[config.mk]
export PLATFORM = sky130hd
export DESIGN_NAME = alu_cmd_sequencer
export DESIGN_NICKNAME = d
export VERILOG_FILES = /design/src/rtl/alu_cmd_sequencer.sv
export SDC_FILE = /design/constraint.sdc
export NUM_CORES = 1
export LEC_CHECK = 0
export ABC_AREA = 1
export CORE_UTILIZATION = 44
export DETAILED_ROUTE_END_ITERATION = 8
export PLACE_DENSITY = 0.8
export SETUP_SLACK_MARGIN = 0.1
export SYNTH_ARGS = -nofsm -noshare
export SYNTH_HDL_FRONTEND = slang
export SYNTH_SLANG_ARGS = --single-unit
[constraint.sdc]
create_clock -name clk -period 1.8 [get_ports clk]
set_clock_uncertainty 0.05 [all_clocks]
set_input_delay 0.54 -clock clk [delete_from_list [all_inputs] [get_ports clk]]
set_output_delay 0.54 -clock clk [all_outputs]
set_load 0.1 [all_outputs]
[src/rtl/alu_cmd_sequencer.sv]
// Command sequencer around the external 4-bit ALU: registered operand drive, accumulator, result FIFO.
// Latency: accept -> result after 1 edge (2 with ALU_SETTLE_EN); backpressure: cmd_ready low while busy or FIFO slots are exhausted.
// Optional macro ALU_SETTLE_EN adds a SETTLE state so slow ALU paths get an extra cycle before capture.
module alu_cmd_sequencer #(
   parameter int WIDTH      = 4,
   parameter int FIFO_DEPTH = 4
) (
   input  logic             clk,
   input  logic             clr,
   input  logic             cmd_valid,
   output logic             cmd_ready,
   input  logic [2:0]       cmd_op,
   input  logic [WIDTH-1:0] cmd_a,
   input  logic             cmd_use_acc,
   input  logic [WIDTH-1:0] cmd_b,
   output logic [2:0]       alu_s,
   output logic [WIDTH-1:0] alu_a,
   output logic [WIDTH-1:0] alu_b,
   input  logic [WIDTH-1:0] alu_f,
   output logic             res_valid,
   input  logic             res_ready,
   output logic [WIDTH-1:0] res_data,
   output logic             res_zero,
   output logic [WIDTH-1:0] acc
);

   localparam int PTR_W = (FIFO_DEPTH > 1) ? $clog2(FIFO_DEPTH) : 1;
   localparam int CNT_W = PTR_W + 1;

   typedef enum logic [1:0] {
      IDLE   = 2'd0,
      DRIVE  = 2'd1,
      SETTLE = 2'd2
   } state_t;

   state_t           state;
   state_t           state_nxt;
   logic             accept;
   logic             capture;
   logic             pop;
   logic [PTR_W-1:0] wr_ptr;
   logic [PTR_W-1:0] rd_ptr;
   logic [CNT_W-1:0] count;
   logic [WIDTH-1:0] mem [FIFO_DEPTH];

   assign accept    = cmd_valid & cmd_ready;
   assign res_valid = (count != '0);
   assign pop       = res_valid & res_ready;
   assign res_data  = mem[rd_ptr];
   assign res_zero  = res_valid && (res_data == '0);

   always_ff @(posedge clk or negedge clr) begin
      if (!clr) state <= IDLE;
      else      state <= state_nxt;
   end

   always_comb begin
      state_nxt = state;
      case (state)
         IDLE:    if (accept) state_nxt = DRIVE;
`ifdef ALU_SETTLE_EN
         DRIVE:   state_nxt = SETTLE;
`else
         DRIVE:   state_nxt = IDLE;
`endif
         SETTLE:  state_nxt = IDLE;
         default: state_nxt = IDLE;
      endcase
   end

   // Accepting only in IDLE with a free slot reserves room for the later push.
   always_comb begin
      cmd_ready = 1'b0;
      capture   = 1'b0;
      case (state)
         IDLE:    cmd_ready = clr && (count < CNT_W'(FIFO_DEPTH));
`ifdef ALU_SETTLE_EN
         SETTLE:  capture = 1'b1;
`else
         DRIVE:   capture = 1'b1;
`endif
         default: begin
            cmd_ready = 1'b0;
            capture   = 1'b0;
         end
      endcase
   end

   always_ff @(posedge clk or negedge clr) begin
      if (!clr) begin
         alu_s <= '0;
         alu_a <= '0;
         alu_b <= '0;
         acc   <= '0;
      end else begin
         if (accept) begin
            alu_s <= cmd_op;
            alu_b <= cmd_b;
            alu_a <= cmd_use_acc ? acc : cmd_a;
         end
         if (capture) acc <= alu_f;
      end
   end

   always_ff @(posedge clk or negedge clr) begin
      if (!clr) begin
         wr_ptr <= '0;
         rd_ptr <= '0;
         count  <= '0;
      end else begin
         if (capture) wr_ptr <= wr_ptr + PTR_W'(1);
         if (pop)     rd_ptr <= rd_ptr + PTR_W'(1);
         case ({capture, pop})
            2'b10:   count <= count + CNT_W'(1);
            2'b01:   count <= count - CNT_W'(1);
            default: count <= count;
         endcase
      end
   end

   // Storage needs no reset: validity is tracked by count alone.
   always_ff @(posedge clk) begin
      if (capture) mem[wr_ptr] <= alu_f;
   end

endmodule

Word-level counts from Yosys, hierarchy flattened

Memory sizes are Yosys's and may differ from the RTL's.
Index checks and enable logic that the tools add are counted.

Register bits after elaboration: 24
Input port bits: 20
Output and inout port bits: 22
Memory bits (writable): 16
Memories kept: 1

Equality and inequality tests: 4
Reduce and logical (&&, ||, !) cells: 6
Add/sub/neg operators: 4
$lt $le $gt $ge: 1
Bitwise logic cells: 2
Mux-type cells: 8

Memories:

| name | words | bits a word | rd ports | clocked after memory_dff | write ports | line | text |
|---|---|---|---|---|---|---|---|
| mem  | 4     | 4           | 1        | 0                        | 1           | 44   | `logic [WIDTH-1:0] mem [FIFO_DEPTH];` |

Operators by type and width:

| operator              | count |
|---|---|
| $pmux W3 S2           | 1 |
| $add A2 B1 Y2 const B | 2 |
| $eq A2 B1 Y1 const B  | 2 |
| $logic_not A4 Y1      | 1 |
| $mux W1               | 4 |
| $mux W2               | 2 |
| $mux W4               | 1 |
| $add A3 B1 Y3 const B | 1 |
| $lt A3 B3 Y1 const B  | 1 |
| $reduce_bool A3 Y1    | 1 |
| $sub A3 B1 Y3 const B | 1 |
| $and A1 B1 Y1         | 2 |
| $eq A2 B2 Y1 const B  | 1 |
| $logic_and A1 B1 Y1   | 2 |
| $logic_not A2 Y1      | 1 |
| $ne A2 B2 Y1 const B  | 1 |
| $reduce_bool A2 Y1    | 1 |

Longest topological paths before layout

Gate-level depths: netlist of run 1.

Depth after elaboration: 6
Mapped depth: 10

Worst setup path after synthesis of run 1

OpenSTA, ideal clock, no wires.

Path type: register to output
Start point: register count[0]
End point: output port res_zero
Required time: 1,210 ps
Path slack: -1,422 ps
Stages on the path, launching flop included: 5
Data arrival time: 2,632 ps
Cells stage by stage: dfrtp_1 -> inv_1 -> nand3_1 -> nand3_1 -> nor2_1

Longest elaborated chain between the ends: 2

RTL lines:

| what                     | line | text |
|---|---|---|
| start: declaration       | 43   | `logic [CNT_W-1:0] count;` |
| start signal: assignment | 114  | `2'b10: count <= count + CNT_W'(1);` |
| start signal: assignment | 115  | `2'b01: count <= count - CNT_W'(1);` |
| start signal: assignment | 116  | `default: count <= count;` |
| $reduce_bool A3 Y1       | 47   | `assign res_valid = (count != '0);` |
| named net res_valid      | 20   | `output logic res_valid,` |
| $logic_and A1 B1 Y1      | 50   | `assign res_zero = res_valid && (res_data == '0);` |
| end: declaration         | 23   | `output logic res_zero,` |

The timed path passes the listed nets, and every way through them passes these cells.

Worst setup path after layout of run 1

Start point: register rd_ptr[0]
End point: output port res_data[1]

Longest elaborated chain between the ends: 1

RTL lines:

| what                     | line | text |
|---|---|---|
| start: declaration       | 42   | `logic [PTR_W-1:0] rd_ptr;` |
| start signal: assignment | 112  | `if (pop) rd_ptr <= rd_ptr + PTR_W'(1);` |
| $mem_v2 Z4 W4            | n/a  |  |
| end: declaration         | 22   | `output logic [WIDTH-1:0] res_data,` |

Every way passes these cells.

==> metrics.md, run 1 <==
| Metric | Value |
|---|---|
| Status | complete, but fails checks |
| Failing checks | setup timing |
| Cell taking the most area after synthesis | dfrtp_1 |
| # fillers | 252 |
| First-pass GRT wire length | 6130 µm |
| Fraction of registers with async set/reset | 0.590 |
| Drt pass-1 iters | 4 |
| Cells after synthesis | 170 |
| Synth warnings | 0 |
| EDFF count, synth | 16 |
| Worst-path cell chain | buf_6 -> nand2_2 -> nand3_2 -> nand2_2 -> buf_6 -> clkinvlp_4 -> buf_12 |
| CP max stage cell | dfrtp_2 |
| Die X-Extent | 64.3 µm |
| Max-slew headroom | 0.800 |
| Worst EP arrival | 1.47 ns |
| Yosys top cell area share | 0.337 |
| Worst path max stage delay | 0.47 ns |
| IO Pins | 42 |
| Number of distinct library cells after synthesis | 21 |
| Overflow after GRT | 0 |
| Chip height | 64.3 µm |
| Post-synth top cells | 63 x nand2_1, 23 x dfrtp_1, 20 x inv_1 |
| Final WS setup | -0.264 ns |
| Remaining DRCs | 0 |
| Worst-path clk slew | 0.07 ns |
| Die footprint | 4130 µm² |
| Clk sinks | 39 |
| Largest net degree at the start of global routing | 24 |
| Syn Area/Cell | 10.0 µm² |
| Hold WS | 0.295 ns |
| Net count, final | 263 |
| Initial Util | 0.462 |
| Worst path required time | 1.21 ns |
| DRT iter0 DRCs | 50 |
| Area contributors post-synth | dfrtp_1 34%, edfxtp_1 28%, nand2_1 14% |
| Count of final max-slew check failures | 0 |
| Seq/Total Area, Yosys | 0.619 |
| Vias | 1319 |
| ANT nets after route | 0 |
| Placer Congestion | 0.805 |
| Area delta synth->final | 62.1% |
| R2R depth | 10 |
| Vias/cell | 4.61 |
| Clock buffer depth | 2 |
| MaxCap Viol Count | 0 |
| Worst setup EP type | output port |
| Crit Path Class | reg -> out |
| Gr usage total | 0.200 |
| Number of antenna diodes | 0 |
| Most used DFF post-synth | dfrtp_1 |
| FF+latch count, synth | 39 |
| I/O Buffers | 41 |
| Number of global-route vias before repair | 1400 |
| Post-synth design cell area | 1710 µm² |
| Most common cell in the netlist | nand2_1 |
| Crit path launch type | flop |
| Unrepaired setup endpoints after global routing | yes |
| Post-Syn Nets | 196 |
| CP Max Fanout | 6 |
| Tightest Pin Transition | 0.300 ns |
| Fmax | 484 MHz |
| Rows | 22 |
| HP Class | in -> async |
| Core area | 3690 µm² |
| TritonCTS clock tree | built |
| Total Wirelength | 3460 µm |
| Insertion delay to the later sink of the worst-skew pair | 0.28 ns |
| CTS buffer count | 5 |
| Crit path time final | 2.06 ns |
| Final Hold Fails | 0 |
| Avg WL per Cell | 12.1 µm |
| Initial antenna violation count | 0 |
| Hpwl dp | 2590 µm |
| Final Cycle Share | 1.15 |
| H-tree levels | 2 |
| Clock Root Buffer | clkbuf_8 |
| Setup violators final | 5 |
| Layout cell share with drive strength beyond 1 | 0.395 |
==> layout by cell type, fill, tap and decap left out, types with 6 or more instances in the layout <==
| master | n |
|---|---|
| nand2_1 | 52 |
| dfrtp_1 | 22 |
| buf_12 | 22 |
| clkdlybuf4s50_1 | 17 |
| buf_4 | 17 |
| edfxtp_1 | 16 |
| nand2_2 | 11 |
| o21ai_0 | 11 |
| inv_1 | 10 |
| inv_2 | 6 |
| nand3_2 | 6 |
==> flip-flops by register name, summed over array words and instances, names as in the netlist <==
signal  count
alu_s       3
state       1
alu_b       4
rd_ptr      2
wr_ptr      2
count       3
alu_a       4
acc         4
mem        16
==> cells by family after synthesis <==
group | after synthesis | share of synthesized area
XOR/XNOR | 4 | 0.0205
buffers and inverters | 26 | 0.0646
AO/OA/AOI/OAI | 16 | 0.0536
flip-flops | 39 | 0.619
AND/OR/NAND/NOR | 79 | 0.194
adder cells (fa/ha/maj) | 6 | 0.0484
==> critical path: cells and delay by family, from the launching register on <==
kind                   cells  cell delay (ns)
buffers and inverters      4             0.51
and+or+nand+nor            3             0.22
DFF                        1             0.47
==> area by class of cell <==
class                   count  area (µm²)  area share
clock buffers               7        76.3      0.0276
well taps                  48        60.1      0.0217
clock inverters             1        5.00     0.00181
inverters                  23         109      0.0394
flip-flops and latches     39        1060       0.382
repair buffers             63         815       0.295
multi-input cells         105         643       0.233
==> through the flow <==
step	worst slack (ns)	util	std cells	TNS (ns)	instance area [µm²]
final	-0.264	0.750	286	-1.22	2770
after global routing	-0.341	0.750	286	-1.62	2770
after CTS	-0.257	0.750	287	-1.16	2770
after detailed placement	-0.428	0.687	268	-1.67	2530
after global placement	-0.381	0.687	268	-1.29	2530
after floorplan	-0.133	-	170	-0.351	1780
==> path summary, 6_finish.rpt <==
path                       startpoint           to  slack, ns
max                         rd_ptr[0]  res_data[1]      -0.26
min                               clr     state[0]       0.30
max reg2reg                  count[1]     count[2]       0.11
min reg2reg                  count[1]     count[1]       0.46
max in group asynchronous         clr    rd_ptr[0]       1.15
min in group clk             count[1]     count[1]       0.46
==> layer usage <==
layer,global-route usage,part of all wire,vias to the layer above
li1,-,-,665
met4,0.0667,0.018,0
met2,0.345,0.52,35
met3,0.0768,0.068,7
met5,0,0,-
met1,0.224,0.39,612
==> timing repair <==
action / in CTS / in global routing
gates resized for setup: 26 / 3
setup buffers: 12 / 0
setup endpoints to repair: 9 / 8
hold buffers: 0 / 0
pin swaps: 14 / 9
Power of run 1 is left out: the tool's default activity adds up to more than one toggle a clock period on the data nets, which glitch-free logic cannot reach.
==> inputs of run 2 (changes only) <==
TNS_END_PERCENT = 10   (was default)
==> metrics.md, run 2 (synthesized netlist as in run 1, its figures left out) <==
| Metric | Value |
|---|---|
| Status | complete, but fails checks (unchanged) |
| Failing checks | setup timing (unchanged) |
| CTS buffer count | 5 (unchanged) |
| Worst setup EP type | output port (unchanged) |
| Net count, final | 257 (was 263) |
| Die footprint | 4130 µm² (unchanged) |
| Remaining DRCs | 0 (unchanged) |
| Tightest Pin Transition | 0.308 ns (was 0.300 ns) |
| Final WS setup | -0.277 ns (was -0.264 ns) |
| Worst-path clk slew | 0.08 ns (was 0.07 ns) |
| Chip height | 64.3 µm (unchanged) |
| Hold WS | 0.452 ns (was 0.295 ns) |
| Fmax | 481 MHz (was 484 MHz) |
| Clock Root Buffer | clkbuf_8 (unchanged) |
| DRT iter0 DRCs | 45 (was 50) |
| Insertion delay to the later sink of the worst-skew pair | 0.29 ns (was 0.28 ns) |
| Max-slew headroom | 0.794 (was 0.800) |
| Vias/cell | 4.73 (was 4.61) |
| Vias | 1323 (was 1319) |
| Drt pass-1 iters | 4 (unchanged) |
| Reg with most FFs | mem (unchanged) |
| Rows | 22 (unchanged) |
| Core Util, Final | 0.752 (was 0.750) |
| Clk sinks | 39 (unchanged) |
| Worst path required time | 1.21 ns (about the same) |
| CP Launch Point | rd_ptr[0] (unchanged) |
| HP Class | reg -> reg (was in -> async) |
| Number of flip-flops in the largest register | 16 (unchanged) |
| Unrepaired setup endpoints after global routing | yes (unchanged) |
| Setup violators final | 6 (was 5) |
| IO Pins | 42 (unchanged) |
| Commonest non-fill, non-tap cell in the layout | nand2_1 (unchanged) |
| FF-to-FF setup slack | 0.08 ns (was 0.11 ns) |
| Commonest cells after routing, fill and taps aside | 49 x nand2_1, 22 x dfrtp_1, 22 x buf_12 (was 52 x nand2_1, 22 x dfrtp_1, 22 x buf_12) |
| Avg WL per Cell | 12.7 µm (was 12.1 µm) |
| Die X-Extent | 64.3 µm (unchanged) |
| Hpwl dp | 2540 µm (was 2590 µm) |
| RR Startpoint | count[2] (was count[1]) |
| Worst R2R End | count[2] (unchanged) |
| Layout cell share with drive strength beyond 1 | 0.409 (was 0.395) |
| Final Hold Fails | 0 (unchanged) |
| TritonCTS clock tree | built (unchanged) |
| First-pass GRT wire length | 6100 µm (was 6130 µm) |
| Placer Congestion | 0.775 (was 0.805) |
| Count of final max-slew check failures | 0 (unchanged) |
| Clock buffer depth | 2 (unchanged) |
| Hold path depth | 1 |
| Initial Util | 0.462 (unchanged) |
| R2R depth | 10 (unchanged) |
| Crit Path Class | reg -> out (unchanged) |
| Number of cells after detailed placement | 270 (was 268) |
| Crit path time final | 2.08 ns (was 2.06 ns) |
| Area delta synth->final | 62.7% (was 62.1%) |
| Final Cycle Share | 1.15 (about the same) |
| H-tree levels | 2 (unchanged) |
| Total Wirelength | 3560 µm (was 3460 µm) |
| Largest net degree at the start of global routing | 24 (unchanged) |
| I/O Buffers | 41 (unchanged) |
| Crit path launch type | flop (unchanged) |
| Gr usage total | 0.200 (about the same) |
| Core area | 3690 µm² (unchanged) |
| MaxCap Viol Count | 0 (unchanged) |
| CP Max Fanout | 5 (was 6) |
| Hold_buf cts | 0 (unchanged) |
| Initial antenna violation count | 0 (unchanged) |
| # fillers | 243 (was 252) |
| Number of antenna diodes | 0 (unchanged) |
| Overflow after GRT | 0 (unchanged) |
| Number of global-route vias before repair | 1351 (was 1400) |
| Worst EP arrival | 1.49 ns (was 1.47 ns) |
| ANT nets after route | 0 (unchanged) |
| Cell Count, Final, Fillers Out | 280 (was 286) |
| End of the critical path | res_zero (was res_data[1]) |
==> run 2: layer usage <==
layer  share of wire  track usage
met1            0.41        0.222
met4           0.022       0.0889
met3           0.066       0.0804
met5               0            0
met2            0.50        0.333
==> run 2: cell type report <==
class                           count  area, µm²  share of cell area
Inverter                           23        106              0.0383
Multi-Input combinational cell    105        669               0.241
Tap cell                           48       60.1              0.0217
Clock inverter                      3       43.8              0.0158
Clock buffer                        5       68.8              0.0248
Timing Repair Buffer               57        768               0.277
Sequential cell                    39       1060               0.381
==> run 2: through the flow <==
step	TNS, ns	instance area, µm²	setup WS [ns]
global route	-1.93	2770	-0.336
finish	-1.51	2770	-0.277
CTS	-1.52	2740	-0.279
floorplan	-0.388	1780	-0.133
global placement	-1.43	2540	-0.380
detailed placement	-2.02	2540	-0.420
==> run 2: how the worst min path moves through the flow <==
| stage | from | to | slack [ns] |
|---|---|---|---|
| floorplan | clr | acc[0] | 0.19 |
| global route | count[0] | count[0] | 0.48 |
| global placement | count[0] | count[0] | 0.43 |
| detailed placement | count[0] | count[0] | 0.44 |
| CTS | count[0] | count[0] | 0.46 |
| finish | count[0] | count[0] | 0.45 |
==> run 2: worst max-delay path: stages (launching register included) <==
cell and delay, ns:
dfrtp_2 0.46, buf_6 0.16, nand2_2 0.06, nand3_2 0.06, nand2_2 0.08, nand2_2 0.06
nor2_4 0.12, buf_12 0.18
==> run 2: timing repair <==
item / in CTS / in global routing
cloned: 0 / 0
gates resized for setup: 24 / 9
setup endpoints to repair: 9 / 11
pin swaps: 19 / 2
setup buffers: 2 / 0
Power of run 2 is left out for the same reason.
==> inputs of run 3 (changes only) <==
CORE_UTILIZATION = 48   (was 44)
PLACE_DENSITY = 0.83   (was 0.8)
clock period = 2.1 ns   (was 1.8 ns; I/O delays follow)
==> metrics.md, run 3 (synthesized netlist as in run 1, its figures left out) <==
| Metric | Value |
|---|---|
| Crit path launch type | flop (unchanged) |
| Final Cycle Share | 1.07 |
| Number of antenna diodes | 0 (unchanged) |
| Unrepaired setup endpoints after global routing | yes (unchanged) |
| Worst EP arrival | 1.57 ns (was 1.49 ns) |
| Clk sinks | 39 (unchanged) |
| Max layer used | met4 (unchanged) |
| Largest net degree at the start of global routing | 24 (unchanged) |
| Core area | 3360 µm² (was 3690 µm²) |
| Number of cells after detailed placement | 259 (was 270) |
| H-tree levels | 2 (unchanged) |
| First-pass GRT wire length | 5420 µm (was 6100 µm) |
| Commonest non-fill, non-tap cell in the layout | nand2_1 (unchanged) |
| Failing checks | setup timing (unchanged) |
| Overflow after GRT | 0 (unchanged) |
| Commonest cells after routing, fill and taps aside | 48 x nand2_1, 22 x buf_12, 21 x dfrtp_1 (was 49 x nand2_1, 22 x dfrtp_1, 22 x buf_12) |
| Avg WL per Cell | 13.5 µm (was 12.7 µm) |
| Worst setup EP type | output port (unchanged) |
| Total Wirelength | 3630 µm (was 3560 µm) |
| Hold WS | 0.462 ns (was 0.452 ns) |
| Clock buffer depth | 2 (unchanged) |
| Tightest Pin Transition | 0.290 ns (was 0.308 ns) |
| Die footprint | 3800 µm² (was 4130 µm²) |
| Die X-Extent | 61.6 µm (was 64.3 µm) |
| Crit Path Class | reg -> out (unchanged) |
| Chip height | 61.6 µm (was 64.3 µm) |
| Area delta synth->final | 52.5% (was 62.7%) |
| DRT iter0 DRCs | 54 (was 45) |
| Clock Root Buffer | clkbuf_4 (was clkbuf_8) |
| Initial Util | 0.507 (was 0.462) |
| Remaining DRCs | 0 (unchanged) |
| Final Hold Fails | 0 (unchanged) |
| MaxCap Viol Count | 0 (unchanged) |
| HP Class | reg -> reg (unchanged) |
| Met3 WL | 187 µm (was 236 µm) |
| IO Pins | 42 (unchanged) |
| Layout cell share with drive strength beyond 1 | 0.348 (was 0.409) |
| Rows | 21 (was 22) |
| Worst-path clk slew | 0.11 ns (was 0.08 ns) |
| Number of flip-flops in the largest register | 16 (unchanged) |
| ANT nets after route | 0 (unchanged) |
| Insertion delay to the later sink of the worst-skew pair | 0.33 ns (was 0.29 ns) |
| Status | complete, but fails checks (unchanged) |
| Metal2 WL | 1980 µm (was 1790 µm) |
| Vias | 1295 (was 1323) |
| Reg with most FFs | mem (unchanged) |
| Gr usage total | 0.206 (was 0.200) |
| Drt pass-1 iters | 4 (unchanged) |
| Max-slew headroom | 0.807 (was 0.794) |
| Final WS setup | -0.146 ns (was -0.277 ns) |
| Count of final max-slew check failures | 0 (unchanged) |
| CTS buffer count | 5 (unchanged) |
| M1 wire length | 1450 µm (about the same) |
| Crit path time final | 2.25 ns |
| Worst path required time | 1.42 ns (was 1.21 ns) |
| Vias/cell | 4.80 (was 4.73) |
| TritonCTS clock tree | built (unchanged) |
| Hold_buf cts | 0 (unchanged) |
| Net count, final | 249 (was 257) |
| Setup violators final | 5 (was 6) |
| I/O Buffers | 41 (unchanged) |
| Initial antenna violation count | 0 (unchanged) |
| CP Max Fanout | 4 (was 5) |
| Cell Count, Final, Fillers Out | 270 (was 280) |
| Hpwl dp | 2570 µm (was 2540 µm) |
| Fmax | 445 MHz |
| Placer Congestion | 0.889 (was 0.775) |
| Number of global-route vias before repair | 1286 (was 1351) |
[run 3: changes by cell type in the layout (fill, tap and decap cells not counted), sizes merged]
cell | before | now
buf | 38 | 30
clkinvlp | 4 | 1
inv | 19 | 22
bufinv | 1 | 0
clkbuf | 5 | 6
clkdlybuf4s50 | 18 | 19
dlygate4sd2 | 1 | 0
[run 3: metal layers]
metal | global-route usage | up-vias
li1 | - | 640
met1 | 0.225 | 615
met2 | 0.363 | 38
met3 | 0.0756 | 2
met4 | 0.0825 | 0
met5 | 0 | -
[run 3: area by class of cell]
cell class / instances / area [µm²]
clock buffer: 6 / 41.3
inverter: 23 / 95.1
tap: 46 / 57.6
sequential: 39 / 1060
fill: 216 / 763
multi-input combinational: 105 / 642
clock inverter: 2 / 7.51
timing repair buffer: 49 / 698
[run 3: path summary, 6_finish.rpt]
check                           from           to  slack, ns  depth (start not counted)
max reg2reg                 count[2]     count[2]       0.15                         10
min reg2reg                 count[0]     count[0]       0.46                          1
max in group asynchronous        clr    rd_ptr[1]       1.11                          2
max                        rd_ptr[0]  res_data[2]      -0.15                          7
min in group asynchronous        clr     count[1]       0.65                          2
min                         count[0]     count[0]       0.46                          1
[run 3: repair_timing]
item,in CTS,in global routing
endpoints found under the hold margin,0,0
setup buffers,2,1
gates resized for setup,23,11
pin swaps,13,7
gates cloned,0,0
setup endpoints to repair,7,7
[run 3: critical path, cell delays in order, from the launching register on]
cell        delay, ns
dfrtp_2          0.47
buf_6            0.15
nand2_2          0.07
nand3_2          0.08
nand2_2          0.09
buf_4            0.12
clkinvlp_4       0.09
buf_12           0.17
[run 3: per-stage QoR]
step,setup TNS (ns),instance area [µm²],setup WS (ns),util
2_1_floorplan,0,1730,0.0444,-
3_3_place_gp,-0.428,2430,-0.298,0.724
3_5_place_dp,-0.571,2430,-0.369,0.724
4_1_cts,-0.367,2550,-0.137,0.759
5_1_grt,-0.849,2600,-0.195,0.773
6_report,-0.512,2600,-0.146,0.773
Power of run 3 is left out for the same reason.
